$ cat src/rtl/plot_scheduler.sv
// rtl/plot_scheduler.sv - round-robin rectangle erase/draw sequencer onto a single-pixel plot port
module plot_scheduler #(
   parameter int         MAX_X     = 159,
   parameter int         MAX_Y     = 119,
   parameter logic [2:0] BG_COLOUR = 3'b000
) (
   input  logic        clk,
   input  logic        resetn,
   input  logic [2:0]  req,
   input  logic [23:0] req_new_x,
   input  logic [20:0] req_new_y,
   input  logic [23:0] req_old_x,
   input  logic [20:0] req_old_y,
   input  logic [23:0] req_size_x,
   input  logic [20:0] req_size_y,
   input  logic [8:0]  req_colour,
   output logic [2:0]  ack,
   output logic        busy,
   output logic [7:0]  vga_x,
   output logic [6:0]  vga_y,
   output logic [2:0]  vga_colour,
   output logic        vga_plot
);

   typedef enum logic [1:0] {IDLE, ERASE, DRAW, DONE} state_t;

   state_t      state, state_n;
   logic [1:0]  rr_ptr, rr_n, g, g_n;
   logic [7:0]  old_x, old_x_n, new_x, new_x_n, sx, sx_n, cx, cx_n;
   logic [6:0]  old_y, old_y_n, new_y, new_y_n, sy, sy_n, cy, cy_n;
   logic [2:0]  col, col_n;
   logic [2:0]  ack_n;
   logic        busy_n;
   logic [7:0]  vx_n;
   logic [6:0]  vy_n;
   logic [2:0]  vc_n;
   logic        vp_n;

   logic [1:0]  sel;
   logic [7:0]  f_old_x, f_new_x, f_sx;
   logic [6:0]  f_old_y, f_new_y, f_sy;
   logic [2:0]  f_col;

   // First set request at or after rr_ptr; scanning offsets high to low lets the smallest offset win.
   always_comb begin
      sel = rr_ptr;
      for (int k = 2; k >= 0; k--) begin
         int j;
         j = int'(rr_ptr) + k;
         if (j >= 3) j = j - 3;
         if (req[j]) sel = 2'(j);
      end
      f_old_x = req_old_x[int'(sel)*8 +: 8];
      f_new_x = req_new_x[int'(sel)*8 +: 8];
      f_sx    = req_size_x[int'(sel)*8 +: 8];
      f_old_y = req_old_y[int'(sel)*7 +: 7];
      f_new_y = req_new_y[int'(sel)*7 +: 7];
      f_sy    = req_size_y[int'(sel)*7 +: 7];
      f_col   = req_colour[int'(sel)*3 +: 3];
   end

   logic        em, last, row_end;
   logic [7:0]  bx, ex;
   logic [6:0]  by, ey;
   logic [2:0]  ec;
   logic [8:0]  px;
   logic [7:0]  py;

   always_comb begin
      state_n = state;
      rr_n    = rr_ptr;
      g_n     = g;
      old_x_n = old_x;
      old_y_n = old_y;
      new_x_n = new_x;
      new_y_n = new_y;
      sx_n    = sx;
      sy_n    = sy;
      col_n   = col;
      cx_n    = cx;
      cy_n    = cy;
      ack_n   = 3'b000;
      em      = 1'b0;
      bx      = 8'd0;
      by      = 7'd0;
      ex      = 8'd0;
      ey      = 7'd0;
      ec      = 3'b000;
      row_end = (cx == sx - 8'd1);
      last    = row_end && (cy == sy - 7'd1);

      case (state)
         IDLE: begin
            if (|req) begin
               g_n     = sel;
               old_x_n = f_old_x;
               old_y_n = f_old_y;
               new_x_n = f_new_x;
               new_y_n = f_new_y;
               sx_n    = f_sx;
               sy_n    = f_sy;
               col_n   = f_col;
               cx_n    = 8'd0;
               cy_n    = 7'd0;
               if (f_sx == 8'd0 || f_sy == 7'd0) begin
                  state_n = DONE;
                  ack_n   = 3'b001 << sel;
               end else begin
                  state_n = ERASE;
                  em      = 1'b1;
                  bx      = f_old_x;
                  by      = f_old_y;
                  ec      = BG_COLOUR;
               end
            end
         end
         ERASE, DRAW: begin
            if (last) begin
               cx_n = 8'd0;
               cy_n = 7'd0;
            end else if (row_end) begin
               cx_n = 8'd0;
               cy_n = cy + 7'd1;
            end else begin
               cx_n = cx + 8'd1;
            end
            // The registered vga_* outputs carry the pixel for the count being entered.
            if (state == ERASE && last) begin
               state_n = DRAW;
               em      = 1'b1;
               bx      = new_x;
               by      = new_y;
               ec      = col;
            end else if (state == DRAW && last) begin
               state_n = DONE;
               ack_n   = 3'b001 << g;
            end else begin
               em = 1'b1;
               bx = (state == ERASE) ? old_x : new_x;
               by = (state == ERASE) ? old_y : new_y;
               ec = (state == ERASE) ? BG_COLOUR : col;
               ex = cx_n;
               ey = cy_n;
            end
         end
         DONE: begin
            rr_n    = (g == 2'd2) ? 2'd0 : g + 2'd1;
            state_n = IDLE;
         end
         default: state_n = IDLE;
      endcase

      px     = {1'b0, bx} + {1'b0, ex};
      py     = {1'b0, by} + {1'b0, ey};
      vp_n   = em && (px <= 9'(MAX_X)) && (py <= 8'(MAX_Y));
      vx_n   = em ? px[7:0] : 8'd0;
      vy_n   = em ? py[6:0] : 7'd0;
      vc_n   = em ? ec : 3'b000;
      busy_n = (state_n != IDLE);
   end

   always_ff @(posedge clk) begin
      if (!resetn) begin
         state      <= IDLE;
         rr_ptr     <= 2'd0;
         g          <= 2'd0;
         old_x      <= 8'd0;
         old_y      <= 7'd0;
         new_x      <= 8'd0;
         new_y      <= 7'd0;
         sx         <= 8'd0;
         sy         <= 7'd0;
         col        <= 3'b000;
         cx         <= 8'd0;
         cy         <= 7'd0;
         ack        <= 3'b000;
         busy       <= 1'b0;
         vga_x      <= 8'd0;
         vga_y      <= 7'd0;
         vga_colour <= 3'b000;
         vga_plot   <= 1'b0;
      end else begin
         state      <= state_n;
         rr_ptr     <= rr_n;
         g          <= g_n;
         old_x      <= old_x_n;
         old_y      <= old_y_n;
         new_x      <= new_x_n;
         new_y      <= new_y_n;
         sx         <= sx_n;
         sy         <= sy_n;
         col        <= col_n;
         cx         <= cx_n;
         cy         <= cy_n;
         ack        <= ack_n;
         busy       <= busy_n;
         vga_x      <= vx_n;
         vga_y      <= vy_n;
         vga_colour <= vc_n;
         vga_plot   <= vp_n;
      end
   end

endmodule

$ cat config.mk
export PLATFORM = sky130hd
export DESIGN_NAME = plot_scheduler
export DESIGN_NICKNAME = d
export VERILOG_FILES = /design/src/rtl/plot_scheduler.sv
export SDC_FILE = /design/constraint.sdc
export NUM_CORES = 1
export LEC_CHECK = 0
export ABC_AREA = 1
export CORE_ASPECT_RATIO = 0.7
export CORE_MARGIN = 5
export CORE_UTILIZATION = 30
export DETAILED_ROUTE_END_ITERATION = 12
export GPL_ROUTABILITY_DRIVEN = 0
export GPL_TIMING_DRIVEN = 0
export SLEW_MARGIN = 30
export SYNTH_ARGS = -nofsm -noshare
export SYNTH_HDL_FRONTEND = slang
export SYNTH_SLANG_ARGS = --single-unit
$ cat constraint.sdc
create_clock -name clk -period 4.95 [get_ports clk]
set_input_delay 0.495 -clock clk [delete_from_list [all_inputs] [get_ports clk]]
set_output_delay 0.495 -clock clk [all_outputs]
set_load 0.01 [all_outputs]
* Word level (Yosys, flattened, before mapping)
Index checks and enable logic that the tools add are counted.
** Operators by class
- Add/subtract/negate cells :: 12
- $mul :: 2
- $lt $le $gt $ge :: 8
- Eq/ne operators :: 7
- Shifts and indexed selects :: 9
- Muxes and demuxes :: 60
- Reductions and logical operators :: 17
** Operator list (count)
- less-than comparator 32 x 4 -> 1 bit, second input constant :: 3
- 2-to-1 mux 32 bit :: 3
- 2-to-1 mux 8 bit :: 11
- 2-to-1 mux 7 bit :: 11
- variable part select 24 x 6 -> 8 bit :: 3
- variable part select 21 x 32 -> 7 bit :: 2
- case mux 8 bit (2 select lines) :: 2
- case mux 7 bit (2 select lines) :: 2
- 2-to-1 mux 3 bit :: 7
- variable part select 21 x 6 -> 7 bit :: 1
- 2-to-1 mux 2 bit :: 8
- 2-to-1 mux 1 bit :: 10
- adder 8 x 8 -> 9 bit :: 1
- less-or-equal comparator 9 x 8 -> 1 bit, second input constant :: 1
- variable part select 9 x 5 -> 3 bit :: 1
- adder 7 x 7 -> 8 bit :: 1
- adder 8 x 1 -> 8 bit, second input constant :: 1
- equality test 8 bit :: 1
- less-or-equal comparator 8 x 7 -> 1 bit, second input constant :: 1
- zero test 8 bit :: 1
- subtractor 3 x 2 -> 4 bit, second input constant :: 2
- subtractor 8 x 1 -> 8 bit, second input constant :: 1
- adder 7 x 1 -> 7 bit, second input constant :: 1
- equality test 7 bit :: 1
- 26 further kinds :: 39
** Storage, ports and cells
- Register bits :: 92
- Input port bits :: 149
- Output and inout port bits :: 23
- Logic and storage cells :: 133

* Depth between registers and ports, before layout
Gate-level depths: netlist of run 1.
- Word-level depth :: 20
- Gate-level depth with buffers :: 35
- Gate-level depth less buffers :: 34

* Worst setup path before layout of run 1
OpenSTA, ideal clock, no wires.
- Path kind :: reg2reg
- Start point :: register rr_ptr[0]
- End point :: register vga_plot
- Setup time :: 0.119 ns
- Arrival time :: 3.900 ns
- Required time :: 4.831 ns
- Path slack :: 0.931 ns
- Cell stages (with the launch flop) :: 26
- Buffers on the path :: 2
- Clock period less this slack :: 4.019 ns
- Path through :: dfxtp_1 inv_1 ha_1 inv_2 nand2_1 nand2_1 nand2_1 nand2_1 a21boi_4 buf_2 nor2_1 clkbuf_1 o21ai_0 o21ai_0 nand2_1 a21oi_1 ha_1 inv_1 fa_1 o21ai_0 a21oi_1 o21ai_0 xor2_1 nand2_1 o2111ai_1 nor2_2
** Between the ends
- Longest elaborated chain between the ends :: 20
- Elaborated cells on any way between the ends :: 46
- Those cells by class :: add/sub: 7; mul: 1; order compare: 5; shift: 4; mux: 24; reduce/logical: 5
** RTL lines
- start, declared :: line 28 : logic [1:0] rr_ptr, rr_n, g, g_n;
- start signal, assigned :: line 184 : rr_ptr <= rr_n;
- adder 2 x 2 -> 3 bit :: line 49 : j = int'(rr_ptr) + k;
- subtractor 3 x 2 -> 4 bit / greater-or-equal comparator 3 x 2 -> 1 bit (equally long branches) :: line 50 : if (j >= 3) j = j - 3;
- 2-to-1 mux 32 bit :: line 50
- binary-select mux 1 bit (select 2 bit) :: line 51 : if (req[j]) sel = 2'(j);
- 2-to-1 mux 1 bit (implied by the code) (2 in series) :: line 51
- 2-to-1 mux 2 bit (2 in series) :: line 51
- 2-to-1 mux 2 bit * :: line 51
- multiplier 2 x 3 -> 5 bit :: line 56, 58
- [... 2 more ...]
- logical OR 1 bit :: line 105 : if (f_sx == 8'd0 || f_sy == 7'd0) begin
- 2-to-1 mux 8 bit :: line 105
- 2-to-1 mux 8 bit :: line 94 : if (|req) begin
- case mux 8 bit (2 select lines) :: line 92 : case (state)
- adder 8 x 8 -> 9 bit :: line 153 : px = {1'b0, bx} + {1'b0, ex};
- less-or-equal comparator 9 x 8 -> 1 bit :: line 155 : vp_n = em && (px <= 9'(MAX_X)) && (py <= 8'(MAX_Y));
- logical AND 1 bit :: line 155
- logical AND 1 bit * :: line 155
- end signal, assigned :: line 200 : vga_plot <= vp_n;
- end, declared :: line 22 : output logic vga_plot
Mark *: on every way between the ends. The rest lies on a longest branch, timed or not. The select of a mux whose other input is x is not followed.
A chain may end at the register's enable or synchronous reset.

* Final worst setup path of run 1
Ends and elaborated chain as after synthesis.

==> reports/metrics.cfg, run 1 <==
[global_routing]
grt_pass1_wl_um = 38000
grt.total_usage_pct = 18.7
grt_pass1_vias = 7019
grt_max_degree = 17
overflow = 0
antenna_found_initial = 0

[clock_network]
cts_htree_levels = 3
cts.sinks = 92
clockBufferDepth = 2
cts.clk_slew.worst_paths_ns = 0.07
cts_root_buffer = clkbuf_16
clk_latency_ns = 0.36
postCtsHoldBufs = 0
tritoncts = done
numCtsBuffers = 9

[floorplanning]
dieArea_um2 = 25500
initial_utilization_pct = 30.7
core_um2 = 21800
ios = 172
die_h_um = 135
rows = 45
die_w_um = 189

[yosys]
yosys.area_share.adder_pct = 5.44
synth_top_area_cell = dfxtp_1
synth.area.top_cells = dfxtp_1 27%, nand2_1 13%, inv_1 8.7%
synth-compound-area-share_pct = 19.0
async_flop_share_pct = 0
yosys_warnings = 0
syn_nets = 1228
synth_top_family_by_area = simple AND/OR/NAND/NOR gates
yosys.area_share.simple_pct = 29.9
synth_edf_count = 0
synth_seq_area_share_pct = 27.4
muxShareOfSynthArea_pct = 0.149
ys_ff_latch = 92
synth-xor-area-share_pct = 5.35
avgSynthCellArea_um2 = 6.39
ys_types = 45
synth.top_cell.area_share_pct = 27.4
syn-cell-area_um2 = 6720
synthFlopType = dfxtp_1
synthCells = 1051

[cells_and_area]
final_area_um2 = 9170
nNetsFinal = 1415
fillerInstances = 2334
multiInputGateArea_um2 = 4030
final_common_cell = nand2_1
diodes = 0
drive_above_1_share_pct = 7.56
final_cell_mix = 240 x nand2_1, 171 x clkdlybuf4s50_1, 155 x inv_1
postLayoutCoreUtil_pct = 42.0
seqCellArea_um2 = 1840
syn2layout_area_growth_pct = 36.6

[setup_path]
crit_fanout = 10
reg2reg_slack_ns = 0.37
reg2reg_from = rr_ptr[0]$_SDFFE_PN0N_
endpoint_kind = flip-flop
setup.worst_path.class = flip-flop to flip-flop
critical_path_required_ns = 5.20
r2r_cells = 25
reg2reg_to = vga_plot$_SDFF_PN0_
startpoint_type = flip-flop
arrival_ns = 4.83

[route]
drt_wl_total_um = 24100
drt_pass1_iterations = 5
initialDrtViolationCount = 588
drc = 0
vias = 7346
viasPerCell = 4.82
ant_nets = 0
wl_per_cell_um = 15.8

[timing]
rsz0062_at_grt = no
tightest_slew_ns = 0.736
min_period_ns = 4.58
fin_crit_sh_pct = 92.5
finClkSkew_ns = 0.00907
relSlewSlack_pct = 50.9
setup_viol = 0
hold_violations = 0
max_freq_ghz = 0.219
drv_slew = 0

[hold_path]
holdPathEnd = vga_colour[0]$_SDFF_PN0_
whs_path_depth = 2
hold_start = col[0]$_SDFFE_PN0P_
hold_path_class = flip-flop to flip-flop

[placement]
dpl_cell_area_um2 = 8780
portBuffers = 171
dp_hpwl_um = 19400

[run_status]
run_status = finished clean

[power]
p_leak_nw = 4.25
p_per_area_nw_per_um2 = 278
max-vdd-ir-drop_mv = 0.179

[job]
maxCapViolCount = 0

[routing by layer]
layer  up-vias  global-route usage (%)  wire length (um)
met5         -                       0                 0
met3        16                    4.64              1880
met1      3330                    26.9             11900
li1       3739                       -                 -
met2       261                    28.6             10000
met4         0                    3.52               239
[state kept, by name (all words and copies together), names as in the netlist]
signal and flops:
ack 3, busy 1, col 3, cx 8, cy 7, g 2, new_x 8, new_y 7
old_x 8, old_y 7, rr_ptr 2, state 2, sx 8, sy 7, vga_colour 3, vga_plot 1
vga_x 8, vga_y 7
[stage by stage]
step	hold slack [ns]	instances	setup slack (ns)	power, mW	TNS [ns]
CTS	0.447	1520	0.0375	2.57	0
global placement	0.432	1504	-0.339	1.78	-0.421
floorplan	0.422	1051	0.931	1.43	0
finish	0.444	1525	0.373	2.55	0
detailed placement	0.436	1504	-0.358	1.79	-0.459
global route	0.481	1525	0.0409	2.72	0
[power breakdown]
| part | switching (mW) | internal [mW] |
|---|---|---|
| combinational | 0.514 | 0.388 |
| clock | 0.322 | 0.446 |
| sequential | 0.0590 | 0.825 |
| total | 0.895 | 1.66 |
[worst max path at each step]
stage                                 from                   to
global route            sx[1]$_SDFFE_PN0P_  vga_plot$_SDFF_PN0_
floorplan           rr_ptr[0]$_SDFFE_PN0N_  vga_plot$_SDFF_PN0_
finish              rr_ptr[0]$_SDFFE_PN0N_  vga_plot$_SDFF_PN0_
global placement                    req[1]  vga_plot$_SDFF_PN0_
detailed placement                  req[1]  vga_plot$_SDFF_PN0_
CTS                 rr_ptr[0]$_SDFFE_PN0N_  vga_plot$_SDFF_PN0_
[logic make-up (layout without fill, tap and decap cells)]
| logic type | count (synthesis) | after routing |
|---|---|---|
| fa+ha+maj | 28 | 28 |
| xor+xnor | 41 | 41 |
| compound gates | 224 | 224 |
| simple gates | 451 | 451 |
| flops | 92 | 92 |
| buf+inv | 214 | 406 |
| mux | 1 | 1 |
[what timing repair did]
action	CTS	global route
setup buffers	0	5
pin swaps	0	2
resized for setup	2	15
endpoints found under the setup margin	1	2
[synth_stat cells, types with 4 or more instances]
master and count:
a21oi_1 70, a221oi_1 5, a31oi_1 8, buf_2 5, buf_6 4, clkbuf_1 34, dfxtp_1 92, ha_1 26
inv_1 155, inv_2 10, nand2_1 240, nand2_2 8, nand2_4 5, nand3_1 68, nand3b_1 5, nand4_1 19
nor2_1 73, nor2_2 13, nor3_1 5, o211ai_1 7, o21ai_0 104, o21bai_1 16, or2_0 5, or2_2 4
xnor2_1 11, xor2_1 30
[worst max-delay path, cell delays in order, from the launching register on]
cell and delay (ns):
dfxtp_1 0.37, inv_1 0.10, ha_2 0.34, inv_2 0.13, nand2_1 0.06, nand2_1 0.09
nand2_1 0.07, nand2_1 0.12, a21boi_4 0.09, clkbuf_4 0.21, nor2_2 0.31, clkbuf_2 0.30
o21ai_0 0.11, o21ai_0 0.27, nand2_1 0.09, a21oi_1 0.16, ha_1 0.20, inv_1 0.06
fa_1 0.42, o21ai_2 0.19, a21oi_1 0.09, o21ai_1 0.15, xor2_1 0.19, nand2_1 0.07
o2111ai_1 0.23, nor2_2 0.06
[area by class of cell]
type / count / share of cell area (%)
inverters: 166 / 6.83
multi-input cells: 745 / 44.0
well taps: 282 / 3.85
clock buffers: 9 / 2.45
repair buffers: 176 / 19.1
flip-flops and latches: 92 / 20.1
plain buffers: 48 / 2.66
clock inverters: 7 / 1.09
(Power assumes the default switching activity.)
==> run 2, diff against run 1 <==
--- a/config.mk
+++ b/config.mk
@@ -10,6 +10,7 @@
 export CORE_MARGIN = 5
 export CORE_UTILIZATION = 30
 export DETAILED_ROUTE_END_ITERATION = 12
+export DONT_BUFFER_PORTS = 1
 export GPL_ROUTABILITY_DRIVEN = 0
 export GPL_TIMING_DRIVEN = 0
 export SLEW_MARGIN = 30
==> reports/metrics.cfg, run 2 (same netlist as run 1, synthesis figures left out) <==
[floorplanning]
dieArea_um2 = 25500  ; unchanged
ios = 172  ; unchanged
die_w_um = 189  ; unchanged
initial_utilization_pct = 30.7  ; unchanged
die_h_um = 135  ; unchanged
rows = 45  ; unchanged
core_um2 = 21800  ; unchanged

[timing]
fin_crit_sh_pct = 90.8  ; -1.7 points
tightest_slew_ns = 0.764  ; +0.0281 ns
finClkSkew_ns = 0.00877  ; -0.000300 ns
setup_viol = 0  ; unchanged
max_freq_ghz = 0.222  ; +1.8%
relSlewSlack_pct = 49.0  ; -1.9 points
fin_ws_ns = 0.455  ; +0.0817 ns
rsz0062_at_grt = no
min_period_ns = 4.49  ; -0.0817 ns
drv_slew = 0  ; unchanged
hold_violations = 0  ; unchanged

[setup_path]
worst-path-buf-inv = 5  ; unchanged
crit_fanout = 10  ; unchanged
setup.worst_path.class = flip-flop to flip-flop
crit_family = simple AND/OR/NAND/NOR gates
startpoint_type = flip-flop
endpoint_kind = flip-flop
arrival_ns = 4.74  ; -0.09 ns
crit_path_max_incr_delay_ns = 0.41  ; about the same
critical_path_required_ns = 5.19  ; about the same
crit_slowest_cell = fa_1
crit_top_cell = nand2_1

[clock_network]
clk_latency_ns = 0.35  ; about the same
clockBufferDepth = 2  ; unchanged
cts_htree_levels = 3  ; unchanged
cts.sinks = 92  ; unchanged
cts_root_buffer = clkbuf_16
cts.clk_slew.worst_paths_ns = 0.07  ; about the same
numCtsBuffers = 9  ; unchanged
tritoncts = done

[cells_and_area]
seqCellArea_um2 = 1840  ; unchanged
final_cell_mix = 240 x nand2_1, 155 x inv_1, 102 x o21ai_0
multiInputGateArea_um2 = 4040  ; +0.25%
syn2layout_area_growth_pct = 10.5
nNetsFinal = 1243  ; -12%
fillerInstances = 2405  ; +3.0%
drive_above_1_share_pct = 8.59  ; +1.0 points
final_common_cell = nand2_1
diodes = 0  ; unchanged

[global_routing]
grt_pass1_vias = 6349  ; -9.5%
overflow = 0  ; unchanged
grt_max_degree = 17  ; unchanged
grt.total_usage_pct = 17.5  ; -1.2 points
grt_pass1_wl_um = 35100  ; -7.4%
antenna_found_initial = 0  ; unchanged

[route]
drt_pass1_iterations = 7  ; +2
drc = 0  ; unchanged
viasPerCell = 5.03  ; +4.4%
vias = 6801  ; -7.4%
wl_per_cell_um = 17.0  ; +7.5%
ant_nets = 0  ; unchanged
drt_wl_total_um = 23000  ; -4.6%
initialDrtViolationCount = 576  ; -2.0%

[run_status]
run_status = finished clean

[power]
p_per_area_nw_per_um2 = 310  ; +11%
p_leak_nw = 3.56  ; -16%
power_mw = 2.30  ; -9.9%
max-vdd-ir-drop_mv = 0.151  ; -16%

[placement]
dp_hpwl_um = 18600  ; -4.0%
post-place-ws_ns = -0.176  ; +0.181 ns
portBuffers = 0  ; -100%

[job]
maxCapViolCount = 0  ; unchanged

[hold_path]
hold_path_class = input port to flip-flop

## run 2: cell count changes in the layout (fill, tap and decap cells not counted), sizes merged
cell,before,now
clkinv,5,2
buf,18,17
bufinv,2,0
clkdlybuf4s50,171,0
clkinvlp,0,2
clkbuf,44,45
inv,166,168
## run 2: where the power goes
| part | switching [mW] | total (mW) | leakage [nW] | internal [mW] |
|---|---|---|---|---|
| clock network | 0.318 | 0.664 | 0.131 | 0.346 |
| logic | 0.481 | 0.739 | 2.68 | 0.258 |
| registers | 0.0720 | 0.898 | 0.758 | 0.826 |
## run 2: routing by layer
metal | global-route usage (%) | share of wire [%] | up-vias
met5 | 0 | 0 | -
li1 | - | - | 3406
met2 | 26.5 | 41 | 268
met1 | 25.1 | 49 | 3101
met3 | 5.10 | 9.2 | 26
met4 | 2.95 | 1.1 | 0
## run 2: final cells by class
type                            count  share of cell area [%]
Buffer                             48                    3.30
Multi-Input combinational cell    745                    54.5
Sequential cell                    92                    24.8
Clock inverter                      6                   0.657
Inverter                          166                    8.50
Tap cell                          282                    4.75
Timing Repair Buffer                4                   0.405
Clock buffer                       10                    3.08
## run 2: repair_timing
| action | CTS | global route |
|---|---|---|
| gates resized for setup | 2 | 20 |
| endpoints found under the hold margin | 0 | 0 |
| hold buffers | 0 | 0 |
| cloned | 0 | 0 |
| setup buffers | 0 | 4 |
| pin swaps | 0 | 2 |
| endpoints found under the setup margin | 1 | 3 |
## run 2: path summary, 6_finish.rpt
check / from / endpoint / slack [ns] / cells past startpoint
worst max-delay path: rr_ptr[0]$_SDFFE_PN0N_ / vga_plot$_SDFF_PN0_ / 0.46 / 29
worst max register to register: rr_ptr[0]$_SDFFE_PN0N_ / vga_plot$_SDFF_PN0_ / 0.46 / 29
worst min-delay path: req_new_x[23] / new_x[7]$_SDFFE_PN0P_ / 0.29 / 2
worst min register to register: col[1]$_SDFFE_PN0P_ / vga_colour[1]$_SDFF_PN0_ / 0.45 / 2
## run 2: through the flow
step	hold WS [ns]	instance area [um2]	instances	TNS (ns)	util, %
6_report	0.289	7420	1353	0	34.0
5_1_grt	0.293	7420	1353	0	34.0
4_1_cts	0.288	7350	1349	0	33.6
3_5_place_dp	0.433	7070	1333	-0.176	32.4
3_3_place_gp	0.432	7070	1333	-0.0948	32.4
2_1_floorplan	0.422	6720	1051	0	-
